## config.mk

```make
export PLATFORM = sky130hd
export DESIGN_NAME = fft4_mem_seq
export DESIGN_NICKNAME = d
export VERILOG_FILES = /design/src/rtl/fft4_pkg.sv /design/src/rtl/fft4_bfly.sv /design/src/rtl/fft4_mem_seq.sv
export SDC_FILE = /design/constraint.sdc
export NUM_CORES = 1
export LEC_CHECK = 0
export CAP_MARGIN = 10
export CORE_UTILIZATION = 35
export DETAILED_ROUTE_END_ITERATION = 8
export HOLD_SLACK_MARGIN = 0.12
export PLACE_DENSITY = 0.61
export SLEW_MARGIN = 20
export SYNTH_ARGS = -nofsm -noshare
export SYNTH_HDL_FRONTEND = slang
export SYNTH_SLANG_ARGS = --single-unit
```

## constraint.sdc

```tcl
create_clock -name clk -period 3.72 [get_ports clk]
set_input_delay 0.558 -clock clk [delete_from_list [all_inputs] [get_ports clk]]
set_output_delay 0.558 -clock clk [all_outputs]
set_load 0.05 [all_outputs]
```

## src/rtl/fft4_pkg.sv

```systemverilog
// Shared types and helpers for the 4-point FFT sequencer with external memory.
package fft4_pkg;

   localparam int unsigned DATA_W  = 8;
   localparam int unsigned FRAME_N = 4;
   localparam int unsigned CNT_W   = $clog2(FRAME_N);

   typedef enum logic [2:0] {
      ST_LOAD     = 3'd0,
      ST_L_SETTLE = 3'd1,
      ST_STAGE_A  = 3'd2,
      ST_STAGE_B  = 3'd3,
      ST_H_SETTLE = 3'd4,
      ST_OUT      = 3'd5
   } state_e;

   typedef logic signed [DATA_W-1:0] sample_t;

   // One memory bank word set: {write_0_0, write_0_1, write_1_0, write_1_1}
   typedef struct packed {
      sample_t w00;
      sample_t w01;
      sample_t w10;
      sample_t w11;
   } bank_t;

   // Saturating add (sub=0) or subtract (sub=1), clamped to the sample range
   function automatic sample_t sat_addsub(input sample_t a, input sample_t b, input logic sub);
      logic signed [DATA_W:0] r;
      r = sub ? ((DATA_W+1)'(a) - (DATA_W+1)'(b)) : ((DATA_W+1)'(a) + (DATA_W+1)'(b));
      if (r[DATA_W] != r[DATA_W-1]) begin
         return r[DATA_W] ? {1'b1, {(DATA_W-1){1'b0}}} : {1'b0, {(DATA_W-1){1'b1}}};
      end
      return r[DATA_W-1:0];
   endfunction

endpackage

```

## src/rtl/fft4_bfly.sv

```systemverilog
// Radix-2 butterfly: sum and difference of two samples.
// Overflow handling: define FFT4_SAT_EN to saturate, otherwise results wrap modulo 256.
module fft4_bfly
   import fft4_pkg::*;
(
   input  sample_t a,
   input  sample_t b,
   output sample_t sum_c,
   output sample_t diff_c
);

`ifdef FFT4_SAT_EN
   assign sum_c  = sat_addsub(a, b, 1'b0);
   assign diff_c = sat_addsub(a, b, 1'b1);
`else
   assign sum_c  = a + b;
   assign diff_c = a - b;
`endif

endmodule

```

## src/rtl/fft4_mem_seq.sv

```systemverilog
// 4-point FFT sequencer staging samples and first-stage butterflies through an
// external two-bank memory. Build option FFT4_SAT_EN selects saturating arithmetic
// (applied inside fft4_bfly); default build wraps.
module fft4_mem_seq
   import fft4_pkg::*;
(
   input  logic              clk,
   input  logic              rst_n,
   input  logic              s_valid,
   output logic              s_ready,
   input  logic [DATA_W-1:0] s_data,
   output logic              mem_write_ctrl_s,
   output logic              mem_read_ctrl_s,
   output logic [DATA_W-1:0] write_0_0,
   output logic [DATA_W-1:0] write_0_1,
   output logic [DATA_W-1:0] write_1_0,
   output logic [DATA_W-1:0] write_1_1,
   input  logic [DATA_W-1:0] read_0_0,
   input  logic [DATA_W-1:0] read_0_1,
   input  logic [DATA_W-1:0] read_1_0,
   input  logic [DATA_W-1:0] read_1_1,
   output logic              m_valid,
   input  logic              m_ready,
   output logic [DATA_W-1:0] m_re,
   output logic [DATA_W-1:0] m_im
);

   state_e            state_q, state_d;
   logic [CNT_W-1:0]  cnt_q, cnt_d;
   logic [CNT_W-1:0]  beat_q, beat_d;
   bank_t             sh_l_q, sh_l_d;
   bank_t             sh_h_q, sh_h_d;
   bank_t             wr_q, wr_d;
   sample_t           x0_q, x0_d;
   sample_t           x1_q, x1_d;
   logic              s_ready_q, s_ready_d;
   logic              m_valid_q, m_valid_d;
   logic              wsel_q, wsel_d;
   logic              rsel_q, rsel_d;

   sample_t           sum_lo, diff_lo, sum_hi, diff_hi;
   sample_t           sum_out, diff_out, q_pass, q_neg;

   // First-stage butterflies: (x0, x2) and (x1, x3) with x2/x3 straight from memory
   fft4_bfly u_bfly_lo (
      .a      (x0_q),
      .b      (sample_t'(read_0_0)),
      .sum_c  (sum_lo),
      .diff_c (diff_lo)
   );

   fft4_bfly u_bfly_hi (
      .a      (x1_q),
      .b      (sample_t'(read_0_1)),
      .sum_c  (sum_hi),
      .diff_c (diff_hi)
   );

   // Output-stage butterfly on the bank-H pair (p, q)
   fft4_bfly u_bfly_out (
      .a      (sample_t'(read_1_0)),
      .b      (sample_t'(read_1_1)),
      .sum_c  (sum_out),
      .diff_c (diff_out)
   );

   // 0 +/- q: pass-through and negation of q under the same overflow rule
   fft4_bfly u_bfly_neg (
      .a      ('0),
      .b      (sample_t'(read_1_1)),
      .sum_c  (q_pass),
      .diff_c (q_neg)
   );

   // Next-state, datapath and registered-output computation
   always_comb begin
      state_d = state_q;
      cnt_d   = cnt_q;
      beat_d  = beat_q;
      sh_l_d  = sh_l_q;
      sh_h_d  = sh_h_q;
      x0_d    = x0_q;
      x1_d    = x1_q;

      case (state_q)
         ST_LOAD: begin
            if (s_valid && s_ready_q) begin
               case (cnt_q)
                  CNT_W'(0): sh_l_d.w00 = s_data;
                  CNT_W'(1): sh_l_d.w01 = s_data;
                  CNT_W'(2): sh_l_d.w10 = s_data;
                  default:   sh_l_d.w11 = s_data;
               endcase
               if (cnt_q == CNT_W'(FRAME_N - 1)) begin
                  state_d = ST_L_SETTLE;
                  cnt_d   = '0;
               end else begin
                  cnt_d = cnt_q + CNT_W'(1);
               end
            end
         end
         ST_L_SETTLE: begin
            state_d = ST_STAGE_A;
         end
         ST_STAGE_A: begin
            x0_d    = read_0_0;
            x1_d    = read_0_1;
            state_d = ST_STAGE_B;
         end
         ST_STAGE_B: begin
            sh_h_d  = '{w00: sum_lo, w01: sum_hi, w10: diff_lo, w11: diff_hi};
            state_d = ST_H_SETTLE;
         end
         ST_H_SETTLE: begin
            beat_d  = '0;
            state_d = ST_OUT;
         end
         ST_OUT: begin
            if (m_valid_q && m_ready) begin
               if (beat_q == CNT_W'(FRAME_N - 1)) begin
                  beat_d  = '0;
                  state_d = ST_LOAD;
               end else begin
                  beat_d = beat_q + CNT_W'(1);
               end
            end
         end
         default: begin
            state_d = ST_LOAD;
            cnt_d   = '0;
            beat_d  = '0;
         end
      endcase

      s_ready_d = (state_d == ST_LOAD);
      m_valid_d = (state_d == ST_OUT);
      wsel_d    = (state_d == ST_H_SETTLE) || (state_d == ST_OUT);
      rsel_d    = 1'b0;
      if (state_d == ST_STAGE_B) begin
         rsel_d = 1'b1;
      end else if (state_d == ST_OUT) begin
         rsel_d = beat_d[0];
      end
      wr_d = wsel_d ? sh_h_d : sh_l_d;
   end

   // State and datapath registers
   always_ff @(posedge clk or negedge rst_n) begin
      if (!rst_n) begin
         state_q   <= ST_LOAD;
         cnt_q     <= '0;
         beat_q    <= '0;
         sh_l_q    <= '0;
         sh_h_q    <= '0;
         wr_q      <= '0;
         x0_q      <= '0;
         x1_q      <= '0;
         s_ready_q <= 1'b0;
         m_valid_q <= 1'b0;
         wsel_q    <= 1'b0;
         rsel_q    <= 1'b0;
      end else begin
         state_q   <= state_d;
         cnt_q     <= cnt_d;
         beat_q    <= beat_d;
         sh_l_q    <= sh_l_d;
         sh_h_q    <= sh_h_d;
         wr_q      <= wr_d;
         x0_q      <= x0_d;
         x1_q      <= x1_d;
         s_ready_q <= s_ready_d;
         m_valid_q <= m_valid_d;
         wsel_q    <= wsel_d;
         rsel_q    <= rsel_d;
      end
   end

   // Output bin from the bank-H pair currently selected; forced to zero when not valid
   always_comb begin
      m_re = '0;
      m_im = '0;
      if (m_valid_q) begin
         case (beat_q)
            CNT_W'(0): begin
               m_re = sum_out;
            end
            CNT_W'(1): begin
               m_re = read_1_0;
               m_im = q_neg;
            end
            CNT_W'(2): begin
               m_re = diff_out;
            end
            default: begin
               m_re = read_1_0;
               m_im = q_pass;
            end
         endcase
      end
   end

   assign s_ready          = s_ready_q;
   assign m_valid          = m_valid_q;
   assign mem_write_ctrl_s = wsel_q;
   assign mem_read_ctrl_s  = rsel_q;
   assign write_0_0        = wr_q.w00;
   assign write_0_1        = wr_q.w01;
   assign write_1_0        = wr_q.w10;
   assign write_1_1        = wr_q.w11;

endmodule

```

==> results of run 1 <==
-- flip-flops by register name, indices dropped and copies added, names as in the netlist --
| signal | count |
|---|---|
| sh_l_q | 32 |
| m_valid | 1 |
| x0_q | 8 |
| cnt_q | 2 |
| mem_read_ctrl_s | 1 |
| write_1_0 | 8 |
| state_q | 3 |
| x1_q | 8 |
| beat_q | 2 |
| write_1_1 | 8 |
| mem_write_ctrl_s | 1 |
| sh_h_q | 32 |
| write_0_0 | 8 |
| write_0_1 | 8 |
| s_ready | 1 |
-- worst max-delay path, cell delays in order --
cell and delay, ns:
dlygate4sd2_1 0.26, inv_2 0.09, ha_4 0.16, nand2b_4 0.07, nor4_4 0.26, nor2_1 0.08, xnor2_1 0.18, ha_1 0.30
a21oi_2 0.17, nand2_1 0.09, o21ai_2 0.14, xnor2_1 0.08, or3_1 0.33, a21boi_2 0.19, buf_12 0.15
-- where the power goes --
group	internal (mW)	switching (mW)
Combinational	1.51	2.20
Sequential	1.97	0.282
Clock	1.05	0.566
-- worst max-delay path by stage --
| stage | slack, ns | end | cells after the start |
|---|---|---|---|
| after floorplan | 0.22 | m_re[7] | 13 |
| after global placement | -0.21 | m_re[7] | 15 |
| after detailed placement | -0.28 | m_re[7] | 15 |
| after CTS | 0.03 | m_re[7] | 15 |
| after global routing | -0.06 | m_re[7] | 15 |
| final | 0.07 | m_re[7] | 15 |
-- cell families (layout without fill, tap and decap cells) --
group	after synthesis	after routing	share of synthesized area
buf+inv	69	201	0.0442
flops	123	123	0.444
mux	65	65	0.110
fa+ha+maj	50	50	0.0957
xor+xnor	25	25	0.0316
compound gates	122	122	0.102
simple gates	232	232	0.173
-- stage by stage --
stage          setup TNS (ns)   util  instances  hold WS [ns]  cell area [um2]
5_1_grt               -0.0643  0.465       1083         0.502             9040
6_report                    0  0.465       1083         0.480             9040
3_5_place_dp           -0.308  0.429       1045         0.468             8350
3_3_place_gp           -0.206  0.429       1045         0.457             8350
2_1_floorplan               0      -        686         0.262             6940
4_1_cts                     0  0.463       1080         0.486             9000
-- what timing repair did --
item	in CTS	in global routing
pin swaps	9	10
gates resized for setup	13	6
gates cloned	0	0
setup buffers	2	3
endpoints found under the hold margin	23	0
setup endpoints to repair	4	4
hold buffers	1	0
-- per-layer routing --
layer / up-vias / global-route usage
met5: - / 0
met4: 0 / 0.0504
met3: 15 / 0.0382
met2: 81 / 0.259
met1: 2533 / 0.230
li1: 2608 / -
-- cell type report --
class	instances	area, um2
Clock inverter	8	90.1
Multi-Input combinational cell	494	3620
Fill cell	1813	10400
Tap cell	265	332
Timing Repair Buffer	127	1260
Sequential cell	123	3080
Clock buffer	24	492
Inverter	42	163
-- cells in the mapped netlist (8+ instances only) --
cell,n,area (um2)
mux2_4,11,165
xnor2_1,21,184
buf_2,8,40.0
nor2_1,59,221
nor3_1,9,45.0
dfrtp_1,123,3080
inv_1,38,143
ha_1,45,563
o21ai_1,11,55.1
nand3_1,17,85.1
o21ai_0,46,230
mux2_2,48,541
nand2b_1,10,62.6
a21oi_1,35,175
clkbuf_1,12,45.0
nand4_1,16,100
or3_1,8,50.1
nand2_1,69,259
==> impl_metrics.py, run 1 <==
metrics = {
    "clock_tree": {
        "cts_tree": "built",
        "cts_buffer_depth": 2,
        "cts-root-buf": "clkbuf_16",
        "clkTransAtPathRegs_ns": 0.05,
        "clock_sinks": 123,
        "cts.htree.levels": 4,
        "numCtsBuffers": 17,
        "clock_latency_ns": 0.41,
    },
    "global_routing": {
        "grt_pass1_vias": 5132,
        "overflow": 0,
        "grt_pass1_wl_um": 26200,
        "antenna_found_initial": 0,
        "grt_use_total": 0.167,
        "grt_max_degree": 64,
    },
    "sta": {
        "period_needed_ns": 3.65,
        "clock.fmax_mhz": 274,
        "period_share": 0.982,
        "tightest_slew_ns": 0.667,
        "setup_ws_ns": 0.0674,
        "hold_violations": 0,
        "final_max_slew_viol_count": 0,
        "fin_worst_skew_ns": 0.00784,
        "relSlewSlack": 0.554,
        "rsz0062_at_grt": "yes",
        "setup_violations": 0,
    },
    "pwr": {
        "finalPower_mw": 7.58,
        "powerDensity_nw_per_um2": 839,
        "p_leak_nw": 4.07,
        "ir_drop_mv": 0.454,
    },
    "detailed_routing": {
        "vias_per_cell": 4.84,
        "met2WireLength_um": 7420,
        "first_iter_violations": 294,
        "wirelength_met1_um": 7910,
        "highest_layer": "met4",
        "routed_wl_um": 16000,
        "num_vias": 5237,
        "dr.pass1.iters": 4,
        "routed-wl-met3_um": 463,
        "wl_per_cell_um": 14.8,
        "drc": 0,
        "ant_nets": 0,
    },
    "logic_synthesis": {
        "synth_flop_cell": "dfrtp_1",
        "syn_area_per_cell_um2": 10.1,
        "async_reset_ff_frac": 1.00,
        "synth-edff-count": 0,
        "yosysWarnings": 0,
        "synth_seq_cells": 123,
        "synth_area_um2": 6930,
        "synthCells": 686,
        "ys_seq_area_frac": 0.444,
        "synth.distinct_cells": 58,
        "synth_fp_nets": 780,
    },
    "critical_path": {
        "end_kind": "primary output",
        "rr_endpoint": "write_1_1[1]$_DFF_PN0_",
        "worstPathArrival_ns": 3.09,
        "crit_fanout": 3,
        "r2r_slack_ns": 1.29,
        "worstPathRequired_ns": 3.16,
        "regToRegStartpoint": "beat_q[0]$_DFF_PN0_",
        "rr_worst_depth": 7,
        "critPathKind": "in2out",
        "cp-startpoint": "read_1_1[0]",
        "start_kind": "primary input",
    },
    "min_path": {
        "hp-class": "reg2reg",
        "holdPathEnd": "sh_h_q[15]$_DFF_PN0_",
        "hp-start": "sh_h_q[15]$_DFF_PN0_",
        "worst_hold_path.num_cells": 2,
    },
    "die": {
        "die-area_um2": 20400,
        "core-area_um2": 19500,
        "rows": 51,
        "die_h_um": 143,
        "io_pins": 96,
        "start_util": 0.356,
        "dieWidth_um": 143,
    },
    "placement": {
        "hpwl_um": 11400,
        "gp_congestion": 0.813,
        "port_buffers": 95,
        "dp_slack_ns": -0.282,
    },
    "layout": {
        "drive_gt1_frac": 0.199,
        "fin_nets": 899,
        "final_common_cell": "dfrtp_1",
        "diodes": 0,
        "final_cell_mix": "dfrtp_1 (123), clkdlybuf4s50_1 (82), nand2_1 (69), nor2_1 (58), mux2_2 (48)",
        "syn_to_final_growth_pct": 30.4,
    },
    "run": {
        "maxCapViolCount": 0,
    },
    "status": {
        "status": "finished clean",
    },
}
Power figures use the tool's default switching activity.
==> run 2, diff against run 1 <==
CAP_MARGIN = default   (was 10)
==> results of run 2 <==
Final layout, timing and power as in run 1 (identical DEF).
==> run 3, diff against run 2 <==
CORE_MARGIN = 10   (was default)
==> impl_metrics.py, run 3 (synthesis gave the netlist of run 1 again) <==
metrics = {
    "layout": {
        "diodes": 0,
        "final_cell_mix": "dfrtp_1 (123), clkdlybuf4s50_1 (80), nand2_1 (69), nor2_1 (58), mux2_2 (48)",
        "final_common_cell": "dfrtp_1",
        "drive_gt1_frac": 0.212,
        "largestRegisters": "sh_h_q (32), sh_l_q (32)",
        "final_util": 0.470,
        "fin_nets": 905,
        "syn_to_final_growth_pct": 31.9,
    },
    "critical_path": {
        "crit_slowest_cell": "clkdlybuf4s50_1",
        "path_cells": "clkdlybuf4s50_1, nor4_4, nor2_1, xnor2_1, ha_1, a21oi_2, nand2_1, o21ai_2, xnor2_1, or3_1, a21boi_2, buf_12",
        "worstPathArrival_ns": 3.04,
        "rr_worst_depth": 7,
        "cpMostUsedCell": "xnor2_1",
        "worstPathRequired_ns": 3.16,
        "slowest_delay_ns": 0.47,
        "rr_endpoint": "write_0_1[3]$_DFF_PN0_",
        "crit_fanout": 3,
        "regToRegStartpoint": "beat_q[0]$_DFF_PN0_",
        "critical_path.endpoint": "m_re[7]",
        "cp-startpoint": "read_1_1[5]",
        "critPathKind": "in2out",
        "start_kind": "primary input",
        "end_kind": "primary output",
        "r2r_slack_ns": 1.25,
    },
    "sta": {
        "tightest_slew_ns": 0.681,
        "hold_violations": 0,
        "relSlewSlack": 0.544,
        "period_needed_ns": 3.60,
        "setup_violations": 0,
        "final_max_slew_viol_count": 0,
        "rsz0062_at_grt": "yes",
        "period_share": 0.967,
        "fin_worst_skew_ns": 0.00804,
        "setup_tns_ns": 0,
        "setup_ws_ns": 0.124,
        "hold_slack_ns": 0.155,
        "clock.fmax_mhz": 278,
    },
    "global_routing": {
        "antenna_found_initial": 0,
        "overflow": 0,
        "grt_max_degree": 60,
        "grt_pass1_vias": 5266,
        "grt_pass1_wl_um": 27600,
        "grt_use_total": 0.132,
    },
    "die": {
        "die_h_um": 161,
        "core-area_um2": 19500,
        "dieWidth_um": 161,
        "start_util": 0.356,
        "io_pins": 96,
        "rows": 51,
        "die-area_um2": 25800,
    },
    "detailed_routing": {
        "num_vias": 5240,
        "routed-wl-met3_um": 686,
        "first_iter_violations": 268,
        "routed_wl_um": 17000,
        "vias_per_cell": 4.81,
        "dr.pass1.iters": 4,
        "met2WireLength_um": 7990,
        "highest_layer": "met4",
        "drc": 0,
        "ant_nets": 0,
        "wl_per_cell_um": 15.7,
        "wirelength_met1_um": 8110,
    },
    "clock_tree": {
        "cts_tree": "built",
        "cts-root-buf": "clkbuf_16",
        "hold_buffers": 0,
        "clkTransAtPathRegs_ns": 0.06,
        "numCtsBuffers": 17,
        "cts.htree.levels": 4,
        "clock_latency_ns": 0.42,
        "clock_sinks": 123,
        "cts_buffer_depth": 2,
    },
    "pwr": {
        "powerDensity_nw_per_um2": 848,
        "p_seq_frac": 0.290,
        "ir_drop_mv": 0.430,
        "switchingPower_mw": 3.12,
        "pwr-share-clk": 0.227,
        "finalPower_mw": 7.75,
        "power_switching_share": 0.403,
        "combPwrFrac": 0.483,
        "p_leak_nw": 4.14,
        "internal-power_mw": 4.63,
    },
    "placement": {
        "port_buffers": 95,
        "hpwl_um": 12100,
        "dp_slack_ns": -0.307,
        "gp_congestion": 0.800,
    },
    "status": {
        "status": "finished clean",
    },
    "run": {
        "maxCapViolCount": 0,
    },
    "min_path": {
        "hp-class": "in2async",
    },
}
run 3: final cells by class:
type | count | area (um2)
flip-flops and latches | 123 | 3080
fillers | 1821 | 10300
clock inverters | 14 | 193
multi-input cells | 494 | 3630
well taps | 265 | 332
inverters | 42 | 163
repair buffers | 133 | 1310
clock buffers | 18 | 439
run 3: worst min path at each step:
stage	from	to	depth (start not counted)	slack (ns)
global route	rst_n	sh_h_q[9]$_DFF_PN0_	1	0.21
CTS	rst_n	write_0_0[0]$_DFF_PN0_	1	0.17
detailed placement	sh_h_q[5]$_DFF_PN0_	sh_h_q[5]$_DFF_PN0_	2	0.46
floorplan	rst_n	beat_q[0]$_DFF_PN0_	0	0.26
global placement	sh_h_q[13]$_DFF_PN0_	sh_h_q[13]$_DFF_PN0_	2	0.46
finish	rst_n	sh_h_q[9]$_DFF_PN0_	1	0.15
run 3: timing repair:
| action | 4_1_cts | 5_1_grt |
|---|---|---|
| setup endpoints to repair | 3 | 5 |
| endpoints found under the hold margin | 0 | 0 |
| pin swaps | 8 | 6 |
| resized for setup | 8 | 14 |
| setup buffers | 12 | 0 |
run 3: layer usage:
metal  vias up  global-route usage
li1       2619                   -
met1      2516               0.175
met2        87               0.204
met3        18              0.0343
met4         0              0.0418
met5         -                   0
run 3: worst max-delay path, delay by kind of cell:
kind / cells / cell delay (ns)
AO/OA/AOI/OAI: 3 / 0.49
XOR/XNOR: 2 / 0.27
adder cells (fa/ha/maj): 1 / 0.29
buffers and inverters: 2 / 0.62
AND/OR/NAND/NOR: 4 / 0.80
run 3: power by group through the flow:
stage,Sequential (mW),Clock (mW),Combinational [mW]
floorplan,2.80,0,2.13
global placement,2.26,0,3.72
detailed placement,2.27,0,3.74
CTS,2.25,1.79,3.78
global route,2.33,1.86,4.10
finish,2.25,1.76,3.74
run 3: metrics by stage:
step	cells	area (um2)
2_1_floorplan	686	6940
3_3_place_gp	1045	8350
3_5_place_dp	1045	8350
4_1_cts	1089	9090
5_1_grt	1089	9150
6_report	1089	9150
